**config.mk**
```make
export PLATFORM = sky130hd
export DESIGN_NAME = sub_div
export DESIGN_NICKNAME = d
export VERILOG_FILES = /design/src/rtl/sub_div.sv
export SDC_FILE = /design/constraint.sdc
export NUM_CORES = 1
export LEC_CHECK = 0
export CORE_AREA = 2 2 73 88
export CTS_BUF_LIST = sky130_fd_sc_hd__clkbuf_4
export DETAILED_ROUTE_END_ITERATION = 12
export DIE_AREA = 0 0 75 90
export GPL_TIMING_DRIVEN = 0
export PLACE_DENSITY = 0.86
export SYNTH_ARGS = -nofsm -noshare
export SYNTH_HDL_FRONTEND = slang
export SYNTH_SLANG_ARGS = --single-unit
```
**constraint.sdc**
```tcl
create_clock -name CLK -period 2.6 [get_ports CLK]
set_clock_uncertainty 0.1 [all_clocks]
set_input_delay 0.26 -clock CLK [delete_from_list [all_inputs] [get_ports CLK]]
set_output_delay 0.26 -clock CLK [all_outputs]
set_load 0.03 [all_outputs]
```
**src/rtl/sub_div.sv**
```systemverilog
// rtl/sub_div.sv - unsigned restoring shift-subtract divider, one quotient bit per clock
module sub_div #(
    parameter int WIDTH = 8
) (
    input  logic             CLK,
    input  logic             RESET,
    input  logic             START,
    input  logic [WIDTH-1:0] A,
    input  logic [WIDTH-1:0] B,
    output logic             BUSY,
    output logic             DONE,
    output logic [WIDTH-1:0] Q,
    output logic [WIDTH-1:0] R,
    output logic             DIV0
);

    typedef enum logic [1:0] {IDLE, RUN, FIN} state_t;

    localparam logic [3:0] CNT_INIT = 4'(WIDTH);

    state_t           state;
    logic [3:0]       cnt;
    logic [WIDTH-1:0] dividend;
    logic [WIDTH-1:0] divisor;
    logic [WIDTH-1:0] quo;
    logic [WIDTH:0]   rem;
    logic             zero_pend;

    logic [WIDTH:0]   shifted;
    logic [WIDTH:0]   diff;
    logic             borrow;
    logic [WIDTH:0]   rem_next;
    logic [WIDTH-1:0] quo_next;
    logic             accept;

    // One restoring step: the extra borrow bit beyond the 9-bit difference marks a negative result.
    always_comb begin
        shifted  = (rem << 1) | {{WIDTH{1'b0}}, dividend[WIDTH-1]};
        {borrow, diff} = {1'b0, shifted} - {2'b00, divisor};
        rem_next = borrow ? shifted : diff;
        quo_next = (quo << 1) | {{(WIDTH-1){1'b0}}, ~borrow};
    end

    // A divide-by-zero FIN cycle still has its result pending, so it does not take a new request.
    assign accept = START && ((state == IDLE) || ((state == FIN) && !zero_pend));

    always_ff @(posedge CLK or posedge RESET) begin
        if (RESET) begin
            state     <= IDLE;
            cnt       <= '0;
            dividend  <= '0;
            divisor   <= '0;
            quo       <= '0;
            rem       <= '0;
            zero_pend <= 1'b0;
            BUSY      <= 1'b0;
            DONE      <= 1'b0;
            Q         <= '0;
            R         <= '0;
            DIV0      <= 1'b0;
        end else begin
            DONE <= 1'b0;
            if (accept) begin
                dividend <= A;
                divisor  <= B;
                rem      <= '0;
                quo      <= '0;
                if (B != '0) begin
                    state <= RUN;
                    BUSY  <= 1'b1;
                    cnt   <= CNT_INIT;
                end else begin
                    state     <= FIN;
                    zero_pend <= 1'b1;
                    cnt       <= '0;
                end
            end else begin
                case (state)
                    RUN: begin
                        dividend <= dividend << 1;
                        rem      <= rem_next;
                        quo      <= quo_next;
                        if (cnt <= 4'd1) begin
                            cnt   <= '0;
                            state <= FIN;
                            BUSY  <= 1'b0;
                            DONE  <= 1'b1;
                            Q     <= quo_next;
                            R     <= rem_next[WIDTH-1:0];
                            DIV0  <= 1'b0;
                        end else begin
                            cnt <= cnt - 4'd1;
                        end
                    end
                    FIN: begin
                        if (zero_pend) begin
                            zero_pend <= 1'b0;
                            DONE      <= 1'b1;
                            Q         <= '1;
                            R         <= dividend;
                            DIV0      <= 1'b1;
                        end else begin
                            state <= IDLE;
                        end
                    end
                    default: state <= IDLE;
                endcase
            end
        end
    end

endmodule
```
==> results.py <==
metrics = {
    "worst_setup_path": {
        "arrival_ns": 2.59,
        "rrSetupSlack_ns": 0.21,
        "crit_chain": "inv_1 -> ha_1 -> inv_1 -> fa_1 -> a211oi_1 -> or4b_1 -> o2111ai_1 -> nand4_1 -> nand3_1",
        "endpoint_kind": "flip-flop",
        "cp_max_fo": 5,
        "max_stage_delay_ns": 0.47,
        "start_kind": "flip-flop",
        "required_ns": 2.79,
        "path_class": "reg -> reg",
        "crit_slowest_cell": "dfrtp_1",
        "cpMostUsedCell": "inv_1",
    },
    "run_status": {
        "status": "complete, no violations",
    },
    "clocking": {
        "cts_sinks": 57,
        "cts_tree": "built",
        "hold_buffers": 0,
        "cts_made_buffers": 9,
        "cts.clk_slew.worst_paths_ns": 0.11,
        "cts_root_buf": "clkbuf_4",
        "ctsResizeCount": 0,
        "cts_max_path_buffers": 2,
        "postCtsSetupRepairBufs": 0,
        "htree_levels": 3,
        "clk_latency_ns": 0.41,
    },
    "die": {
        "coreArea_um2": 5930,
        "rows": 31,
        "design.die.area_um2": 6750,
        "io_pins": 38,
        "start_util": 0.531,
        "dieWidth_um": 75,
        "fp.dieH_um": 90,
    },
    "pwr": {
        "power.density_nw_per_um2": 1520,
        "peakVddDrop_mv": 0.845,
        "leakagePower_uw": 0.00167,
        "totalPowerFinal_uw": 5840,
    },
    "detailed_routing": {
        "ant_nets": 0,
        "wire_per_inst_um": 16.3,
        "firstDrtPassIters": 4,
        "via_per_inst": 6.03,
        "drc": 0,
        "finalWirelength_um": 7620,
        "dr_total_vias": 2821,
        "drt-initial-drc-count": 349,
    },
    "timing": {
        "worst_pin_slew_ns": 0.724,
        "fin_crit_ns": 2.39,
        "hold_violations": 0,
        "rsz0062_at_grt": "no",
        "fmax_mhz": 418,
        "max_slew_margin": 0.517,
        "finalWorstSetupSlack_ns": 0.207,
        "fin_tns_setup_ns": 0,
        "final-setup-viol-count": 0,
        "fin_crit_sh": 0.920,
        "drv_slew": 0,
    },
    "placement": {
        "pre_cts_ws_ns": 0.304,
        "dp_hpwl_um": 5550,
        "place_area_um2": 3640,
        "port_buffers": 37,
        "gp_congestion": 0.899,
    },
    "final_layout": {
        "antenna_cells": 0,
        "finalNetCount": 414,
        "drive_gt1_frac": 0.0984,
        "area_delta_synth_final_pct": 22.2,
        "final_cell_mix": "57 x dfrtp_1, 37 x clkdlybuf4s50_1, 32 x nand2_1, 27 x o21ai_0, 25 x nor2_1",
        "postLayoutCellArea_um2": 3850,
        "final_common_cell": "dfrtp_1",
        "utilization": 0.648,
        "fillers": 473,
    },
    "min_path": {
        "hp-class": "in -> async",
    },
    "synth": {
        "syn_inst": 332,
        "synth_ff_type": "dfrtp_1",
        "yosysWarnings": 0,
        "synth-edff-count": 0,
        "async_flop_share": 1.00,
        "ys_types": 49,
        "synth_seq_cells": 57,
        "yosysSeqAreaShare": 0.453,
        "synth_nets": 365,
        "postSynthAreaPerCell_um2": 9.49,
        "netlist_area_um2": 3150,
    },
    "flow_run": {
        "maxCapViolations": 0,
    },
    "global_route": {
        "antenna_found_initial": 0,
        "grt_use_total": 0.244,
        "grt_pass1_vias": 2729,
        "grt_max_degree": 36,
        "grt_overflow": 0,
        "grt_pass1_wl_um": 12700,
    },
}
per-stage QoR:
step                      hold slack, ns  cells
final                             0.0991    468
after global routing               0.141    468
after CTS                         0.0923    468
after detailed placement           0.387    452
after global placement             0.370    451
after floorplan                    0.265    332
cells in the mapped netlist (4+ instances only):
cell type / n / share of area
o211ai_1: 5 / 0.012
nor3b_1: 4 / 0.0095
clkbuf_1: 10 / 0.012
a22oi_1: 8 / 0.019
inv_1: 19 / 0.023
nor2_1: 25 / 0.030
o22a_1: 7 / 0.019
a31oi_1: 7 / 0.014
nand4_1: 6 / 0.012
buf_2: 5 / 0.0079
ha_1: 13 / 0.052
nand3_1: 19 / 0.030
buf_6: 5 / 0.018
mux2i_1: 13 / 0.041
nand2_1: 32 / 0.038
o21ai_0: 27 / 0.043
o2111ai_1: 8 / 0.022
a21oi_1: 15 / 0.024
dfrtp_1: 57 / 0.45
layout make-up:
cell class / count / area, µm² / share of cell area
clock buffer: 10 / 75.1 / 0.0195
multi-input combinational: 236 / 1530 / 0.398
buffer: 20 / 119 / 0.0309
tap: 82 / 103 / 0.0267
timing repair buffer: 38 / 390 / 0.101
inverter: 19 / 71.3 / 0.0185
clock inverter: 6 / 130 / 0.0338
sequential: 57 / 1430 / 0.371
critical path: cells and delay by family (launching register included):
kind / cells / cell delay (ns)
buf+inv: 2 / 0.14
compound gates: 2 / 0.55
flops: 1 / 0.47
simple gates: 3 / 0.44
fa+ha+maj: 2 / 0.56
worst paths after layout:
path,to,start,depth (start not counted)
worst max-delay path,R[6],dividend[7],9
worst min-delay path,dividend[7],RESET,2
worst max register to register,R[6],dividend[7],9
worst min register to register,divisor[0],divisor[0],2
max in group asynchronous,dividend[0],RESET,3
min in group CLK,dividend[5],A[5],3
flip-flops by register name, indices dropped and copies added, names as in the netlist:
name       count
BUSY           1
divisor        8
R              8
zero_pend      1
DONE           1
Q              8
quo            7
rem            8
state          2
DIV0           1
dividend       8
cnt            4
power by group:
| part | internal [µW] | switching, µW |
|---|---|---|
| clock | 592 | 337 |
| combinational | 1340 | 2050 |
| sequential | 1260 | 257 |
logic make-up (layout without fill, tap and decap cells):
group | count (synthesis) | count (layout) | synth area share
xor gates and xnor gates | 3 | 3 | 0.00834
adders and majority gates | 14 | 14 | 0.0580
AOI/OAI and AO/OA | 92 | 92 | 0.191
DFF | 57 | 57 | 0.453
buffers and inverters | 39 | 93 | 0.0604
and+or+nand+nor | 113 | 113 | 0.185
muxes | 14 | 14 | 0.0449
routing by layer:
metal / part of all wire / track usage / vias up
met5: 0 / 0 / -
met2: 0.51 / 0.386 / 95
met4: 0.032 / 0.124 / 0
li1: - / - / 1317
met3: 0.061 / 0.0549 / 27
met1: 0.40 / 0.307 / 1382
Note: power is estimated with default switching activity, not from simulation.
